File: config.mk
export PLATFORM = sky130hd
export DESIGN_NAME = arc4_sched
export DESIGN_NICKNAME = d
export VERILOG_FILES = /design/src/rtl/arc4_pkg.sv /design/src/rtl/smem_port_mux.sv /design/src/rtl/arc4_sched.sv
export SDC_FILE = /design/constraint.sdc
export NUM_CORES = 1
export LEC_CHECK = 0
export ABC_AREA = 1
export CAP_MARGIN = 40
export CORE_ASPECT_RATIO = 0.75
export CORE_MARGIN = 1
export CORE_UTILIZATION = 33
export DETAILED_ROUTE_END_ITERATION = 8
export PLACE_DENSITY = 0.77
export REMOVE_ABC_BUFFERS = 1
export SYNTH_ARGS = -nofsm -noshare
export SYNTH_HDL_FRONTEND = slang
export SYNTH_SLANG_ARGS = --single-unit
File: constraint.sdc
create_clock -name clk -period 1.56 [get_ports clk]
set_input_delay 0.312 -clock clk [delete_from_list [all_inputs] [get_ports clk]]
set_output_delay 0.312 -clock clk [all_outputs]
set_load 0.005 [all_outputs]
File: src/rtl/arc4_pkg.sv
// Shared types and default widths for the ARC4 scheduler and its s_mem port mux.
package arc4_pkg;

  localparam int ADDR_W = 8;
  localparam int DATA_W = 8;
  localparam int KEY_W  = 24;

  typedef enum logic [2:0] {
    S_IDLE,
    S_INIT_GO,
    S_INIT_RUN,
    S_KSA_GO,
    S_KSA_RUN,
    S_PRGA_GO,
    S_PRGA_RUN,
    S_DONE
  } sched_state_t;

  typedef enum logic [1:0] {
    G_NONE,
    G_INIT,
    G_KSA,
    G_PRGA
  } grant_t;

endpackage

File: src/rtl/smem_port_mux.sv
// Routes the granted engine onto the shared s_mem port and flags writes from any other engine.
module smem_port_mux
  import arc4_pkg::*;
#(
  parameter int AW = ADDR_W,
  parameter int DW = DATA_W
) (
  input  grant_t          grant_i,
  input  logic [AW-1:0]   init_addr_i,
  input  logic [DW-1:0]   init_wrdata_i,
  input  logic            init_wren_i,
  input  logic [AW-1:0]   ksa_addr_i,
  input  logic [DW-1:0]   ksa_wrdata_i,
  input  logic            ksa_wren_i,
  input  logic [AW-1:0]   prga_addr_i,
  input  logic [DW-1:0]   prga_wrdata_i,
  input  logic            prga_wren_i,
  output logic [AW-1:0]   mem_addr_o,
  output logic [DW-1:0]   mem_wrdata_o,
  output logic            mem_wren_o,
  output logic            conflict_o
);

  always_comb begin
    // NOTE: every output gets a default before the case so no path can infer a latch.
    mem_addr_o   = '0;
    mem_wrdata_o = '0;
    mem_wren_o   = 1'b0;
    conflict_o   = init_wren_i | ksa_wren_i | prga_wren_i;
    case (grant_i)
      G_INIT: begin
        mem_addr_o   = init_addr_i;
        mem_wrdata_o = init_wrdata_i;
        mem_wren_o   = init_wren_i;
        conflict_o   = ksa_wren_i | prga_wren_i;
      end
      G_KSA: begin
        mem_addr_o   = ksa_addr_i;
        mem_wrdata_o = ksa_wrdata_i;
        mem_wren_o   = ksa_wren_i;
        conflict_o   = init_wren_i | prga_wren_i;
      end
      G_PRGA: begin
        mem_addr_o   = prga_addr_i;
        mem_wrdata_o = prga_wrdata_i;
        mem_wren_o   = prga_wren_i;
        conflict_o   = init_wren_i | ksa_wren_i;
      end
      default: ;
    endcase
  end

endmodule

File: src/rtl/arc4_sched.sv
// Sequences the init, ksa and prga engines over one s_mem port and owns write arbitration.
module arc4_sched #(
  parameter int ADDR_W = arc4_pkg::ADDR_W,
  parameter int DATA_W = arc4_pkg::DATA_W,
  parameter int KEY_W  = arc4_pkg::KEY_W
) (
  input  logic              clk,
  input  logic              rst,
  input  logic              en,
  input  logic [KEY_W-1:0]  key,
  output logic              rdy,
  output logic              done,
  output logic              err,
  output logic [KEY_W-1:0]  key_out,
  output logic              init_en,
  output logic              ksa_en,
  output logic              prga_en,
  input  logic              init_rdy,
  input  logic              ksa_rdy,
  input  logic              prga_rdy,
  input  logic [ADDR_W-1:0] init_addr,
  input  logic [ADDR_W-1:0] ksa_addr,
  input  logic [ADDR_W-1:0] prga_addr,
  input  logic [DATA_W-1:0] init_wrdata,
  input  logic [DATA_W-1:0] ksa_wrdata,
  input  logic [DATA_W-1:0] prga_wrdata,
  input  logic              init_wren,
  input  logic              ksa_wren,
  input  logic              prga_wren,
  output logic [ADDR_W-1:0] mem_addr,
  output logic [DATA_W-1:0] mem_wrdata,
  output logic              mem_wren
);

  import arc4_pkg::*;

  sched_state_t       state_q;
  grant_t             grant_q;
  logic               seen_busy_q;
  logic [KEY_W-1:0]   key_q;
  logic               done_q;
  logic               err_q;
  logic               eng_rdy;
  logic               conflict;

  // Ready of whichever engine currently holds the grant.
  always_comb begin
    eng_rdy = 1'b0;
    case (grant_q)
      G_INIT:  eng_rdy = init_rdy;
      G_KSA:   eng_rdy = ksa_rdy;
      G_PRGA:  eng_rdy = prga_rdy;
      default: eng_rdy = 1'b0;
    endcase
  end

  always_ff @(posedge clk or posedge rst) begin
    if (rst) begin
      state_q     <= S_IDLE;
      grant_q     <= G_NONE;
      seen_busy_q <= 1'b0;
      key_q       <= '0;
      done_q      <= 1'b0;
      err_q       <= 1'b0;
    end else begin
      // NOTE: non-blocking throughout, so every branch reads the pre-edge state.
      if (conflict) err_q <= 1'b1;
      case (state_q)
        S_IDLE, S_DONE: begin
          if (en) begin
            key_q   <= key;
            done_q  <= 1'b0;
            err_q   <= 1'b0;
            grant_q <= G_INIT;
            state_q <= S_INIT_GO;
          end
        end
        S_INIT_GO: if (eng_rdy) begin
          seen_busy_q <= 1'b0;
          state_q     <= S_INIT_RUN;
        end
        S_INIT_RUN: begin
          if (!eng_rdy) seen_busy_q <= 1'b1;
          else if (seen_busy_q) begin
            grant_q <= G_KSA;
            state_q <= S_KSA_GO;
          end
        end
        S_KSA_GO: if (eng_rdy) begin
          seen_busy_q <= 1'b0;
          state_q     <= S_KSA_RUN;
        end
        S_KSA_RUN: begin
          if (!eng_rdy) seen_busy_q <= 1'b1;
          else if (seen_busy_q) begin
            grant_q <= G_PRGA;
            state_q <= S_PRGA_GO;
          end
        end
        S_PRGA_GO: if (eng_rdy) begin
          seen_busy_q <= 1'b0;
          state_q     <= S_PRGA_RUN;
        end
        S_PRGA_RUN: begin
          if (!eng_rdy) seen_busy_q <= 1'b1;
          else if (seen_busy_q) begin
            grant_q <= G_NONE;
            done_q  <= 1'b1;
            state_q <= S_DONE;
          end
        end
        default: begin
          grant_q <= G_NONE;
          state_q <= S_IDLE;
        end
      endcase
    end
  end

  // Start pulses are decoded from the registered state so they land in the GO cycle itself.
  assign init_en = (state_q == S_INIT_GO) && init_rdy;
  assign ksa_en  = (state_q == S_KSA_GO)  && ksa_rdy;
  assign prga_en = (state_q == S_PRGA_GO) && prga_rdy;

  assign rdy     = (state_q == S_IDLE) || (state_q == S_DONE);
  assign done    = done_q;
  assign err     = err_q;
  assign key_out = key_q;

  smem_port_mux #(
    .AW(ADDR_W),
    .DW(DATA_W)
  ) u_mux (
    .grant_i       (grant_q),
    .init_addr_i   (init_addr),
    .init_wrdata_i (init_wrdata),
    .init_wren_i   (init_wren),
    .ksa_addr_i    (ksa_addr),
    .ksa_wrdata_i  (ksa_wrdata),
    .ksa_wren_i    (ksa_wren),
    .prga_addr_i   (prga_addr),
    .prga_wrdata_i (prga_wrdata),
    .prga_wren_i   (prga_wren),
    .mem_addr_o    (mem_addr),
    .mem_wrdata_o  (mem_wrdata),
    .mem_wren_o    (mem_wren),
    .conflict_o    (conflict)
  );

endmodule

==> impl_metrics.ini <==
[synthesis]
yosys.area_share.simple = 0.434
synthAdderAreaFrac = 0.0251
yosys_warnings = 0
yosys-top-cells-area = dfrtp_1, nand2_1, nand3_1
synth.area.mux_share = 0
ys_seq_area_frac = 0.401
synth_top_area_cell = dfrtp_1
synth_edf_count = 0
synth_cell_type_count = 29
synth.avg_cell_area_um2 = 6.74
synthCells = 296
synth_xor_area_frac = 0.00439
synth_top_family_by_area = simple AND/OR/NAND/NOR gates
synth_ff_type = dfrtp_1
synth_seq_cells = 32
synth_compound_area_frac = 0.0307
synthArstFlopShare = 1.00
netlist_area_um2 = 2000
netlist.area_leader.share = 0.401

[critical_path]
rrSetupSlack_ps = -140
rr_endpoint = grant_q[1]
path_delay_family = buffers and inverters
crit_chain = inv_4, buf_6, ha_4, buf_8, nand2_2, nand3_2, nand2_1, inv_1, buf_2
worstPathRequired_ps = 1250
critPathSlowestCell = dfrtp_2
worst_r2r_path_depth = 12
critPathKind = reg -> out
crit_path_max_fanout = 8
cp-start-kind = register
cpPeakStageDelay_ps = 470
arrival_ps = 1610
r2r-start = grant_q[0]
crit_buf_inv = 5
end_kind = output port

[routing]
ant_nets = 0
dr.first_iter.drc_count = 79
via_per_inst = 4.68
vias = 2504
wire_per_inst_um = 14.0
dr.pass1.iters = 4
drc = 0
wl_um = 7520

[cells_and_area]
nNetsFinal = 542
fin_area_um2 = 4100
diodes = 0
multi_input_area_um2 = 1320
syn_to_final_growth_pct = 105
most-common-layout-cells = nand2_1, clkdlybuf4s50_1, nand2_2, dfrtp_1
register_area_um2 = 805
n_fill_cell = 441
final_common_cell = nand2_1
final_util = 0.703
drive_above_1_share = 0.333

[power_and_ir_drop]
p_leak_nw = 2.14
ir_drop_mv = 0.984
powerDensity_nw_per_um2 = 1750

[placement]
gp_congestion = 0.889
io_buffers = 127
dp.final_hpwl_um = 4550
placed_cell_area_um2 = 3510

[timing]
rsz0062_at_grt = true
worst_slew_pin_slew_ps = 238
period_minus_slack_ps = 1920
hold_viol_final = 0
max_freq_ghz = 0.521
worst_slack_ps = -360
max_slew_margin = 0.840
clock_skew_ps = 10.1
final-max-slew-violation-count = 0
setup_viol = 24
finalCritPeriodShare = 1.23
setup_tns_ps = -6200

[grt]
grt_pass1_vias = 2511
track_usage = 0.231
grt_pass1_wl_um = 11600
grt_max_degree = 33
grt.overflow.total = 0
grtUsageMet3 = 0.0526
top_usage_layer = met2
grtUsageMet2 = 0.400
grtUsageMet1 = 0.286
antenna_found_initial = 0

[clock_tree]
cts_buffer_depth = 2
h-tree-depth = 2
clkSinkCount = 32
cts_buffers = 5
root_buffer = clkbuf_8
cts_tree = done
clk_latency_ps = 290
cts_hold_buf = 0
clk_pin_slew_ps = 70

[die]
io_pins = 128
fp.dieH_um = 69.3
die_x_um = 91.8
start_util = 0.343
dieArea_um2 = 6370
core_area_um2 = 5830
row_count = 24

[outcome]
violations = negative setup slack
status = finished with violations

[run]
drv_cap = 0

[worst_hold_path]
min_path_type = in -> async
state kept, by name, summed over array words and instances, names as in the netlist:
register	flops
done	1
key_out	24
seen_busy_q	1
grant_q	2
err	1
state_q	3
timing repair:
action	in CTS	in global routing
setup endpoints to repair	27	52
pin swaps	40	14
gates resized for setup	156	40
cloned	3	0
setup buffers	14	2
cells by family after synthesis:
| group | Yosys count |
|---|---|
| compound gates | 9 |
| flops | 32 |
| fa+ha+maj | 4 |
| simple gates | 207 |
| buf+inv | 43 |
| xor+xnor | 1 |
where the power goes:
| group | internal (mW) | switching, mW |
|---|---|---|
| Sequential | 1.24 | 0.290 |
| Combinational | 2.66 | 2.35 |
| Clock | 0.302 | 0.308 |
cells in the mapped netlist, types with 3 or more instances:
cell,count
nand3_1,26
inv_1,26
nand2_1,167
buf_6,5
o21ai_0,4
ha_1,4
buf_2,3
dfrtp_1,32
routing by layer:
metal  share of wire  vias to the layer above
met5               0                        -
met4           0.014                        0
met3           0.085                       11
met2            0.48                      122
met1            0.42                     1154
li1                -                     1217
metrics by stage:
stage / instances / total power [mW] / hold slack [ps] / setup slack, ps
finish: 535 / 7.15 / 366 / -360
global route: 535 / 7.71 / 384 / -444
CTS: 534 / 6.80 / 371 / -312
detailed placement: 510 / 5.32 / 458 / -335
global placement: 510 / 5.22 / 452 / -285
floorplan: 283 / 3.17 / 428 / -46.9
worst reg2reg max path: cells and delay by family, from the launching register on:
family        cells  cell delay (ps)
flops             1              470
simple gates      7              520
fa+ha+maj         1              150
buf+inv           4              440
layout make-up:
class / count / share of cell area
well taps: 78 / 0.0238
repair buffers: 167 / 0.407
clock buffers: 5 / 0.0168
inverters: 30 / 0.0306
clock inverters: 2 / 0.00306
multi-input cells: 221 / 0.322
flip-flops and latches: 32 / 0.196
worst max-delay path by stage:
stage,startpoint,endpoint,cells after the start
detailed placement,grant_q[0],mem_wrdata[0],8
finish,grant_q[0],mem_wrdata[0],9
global route,grant_q[0],mem_wrdata[0],9
floorplan,grant_q[0],grant_q[0],9
global placement,init_rdy,init_en,4
CTS,grant_q[0],mem_wrdata[5],9
(Power assumes the default switching activity.)
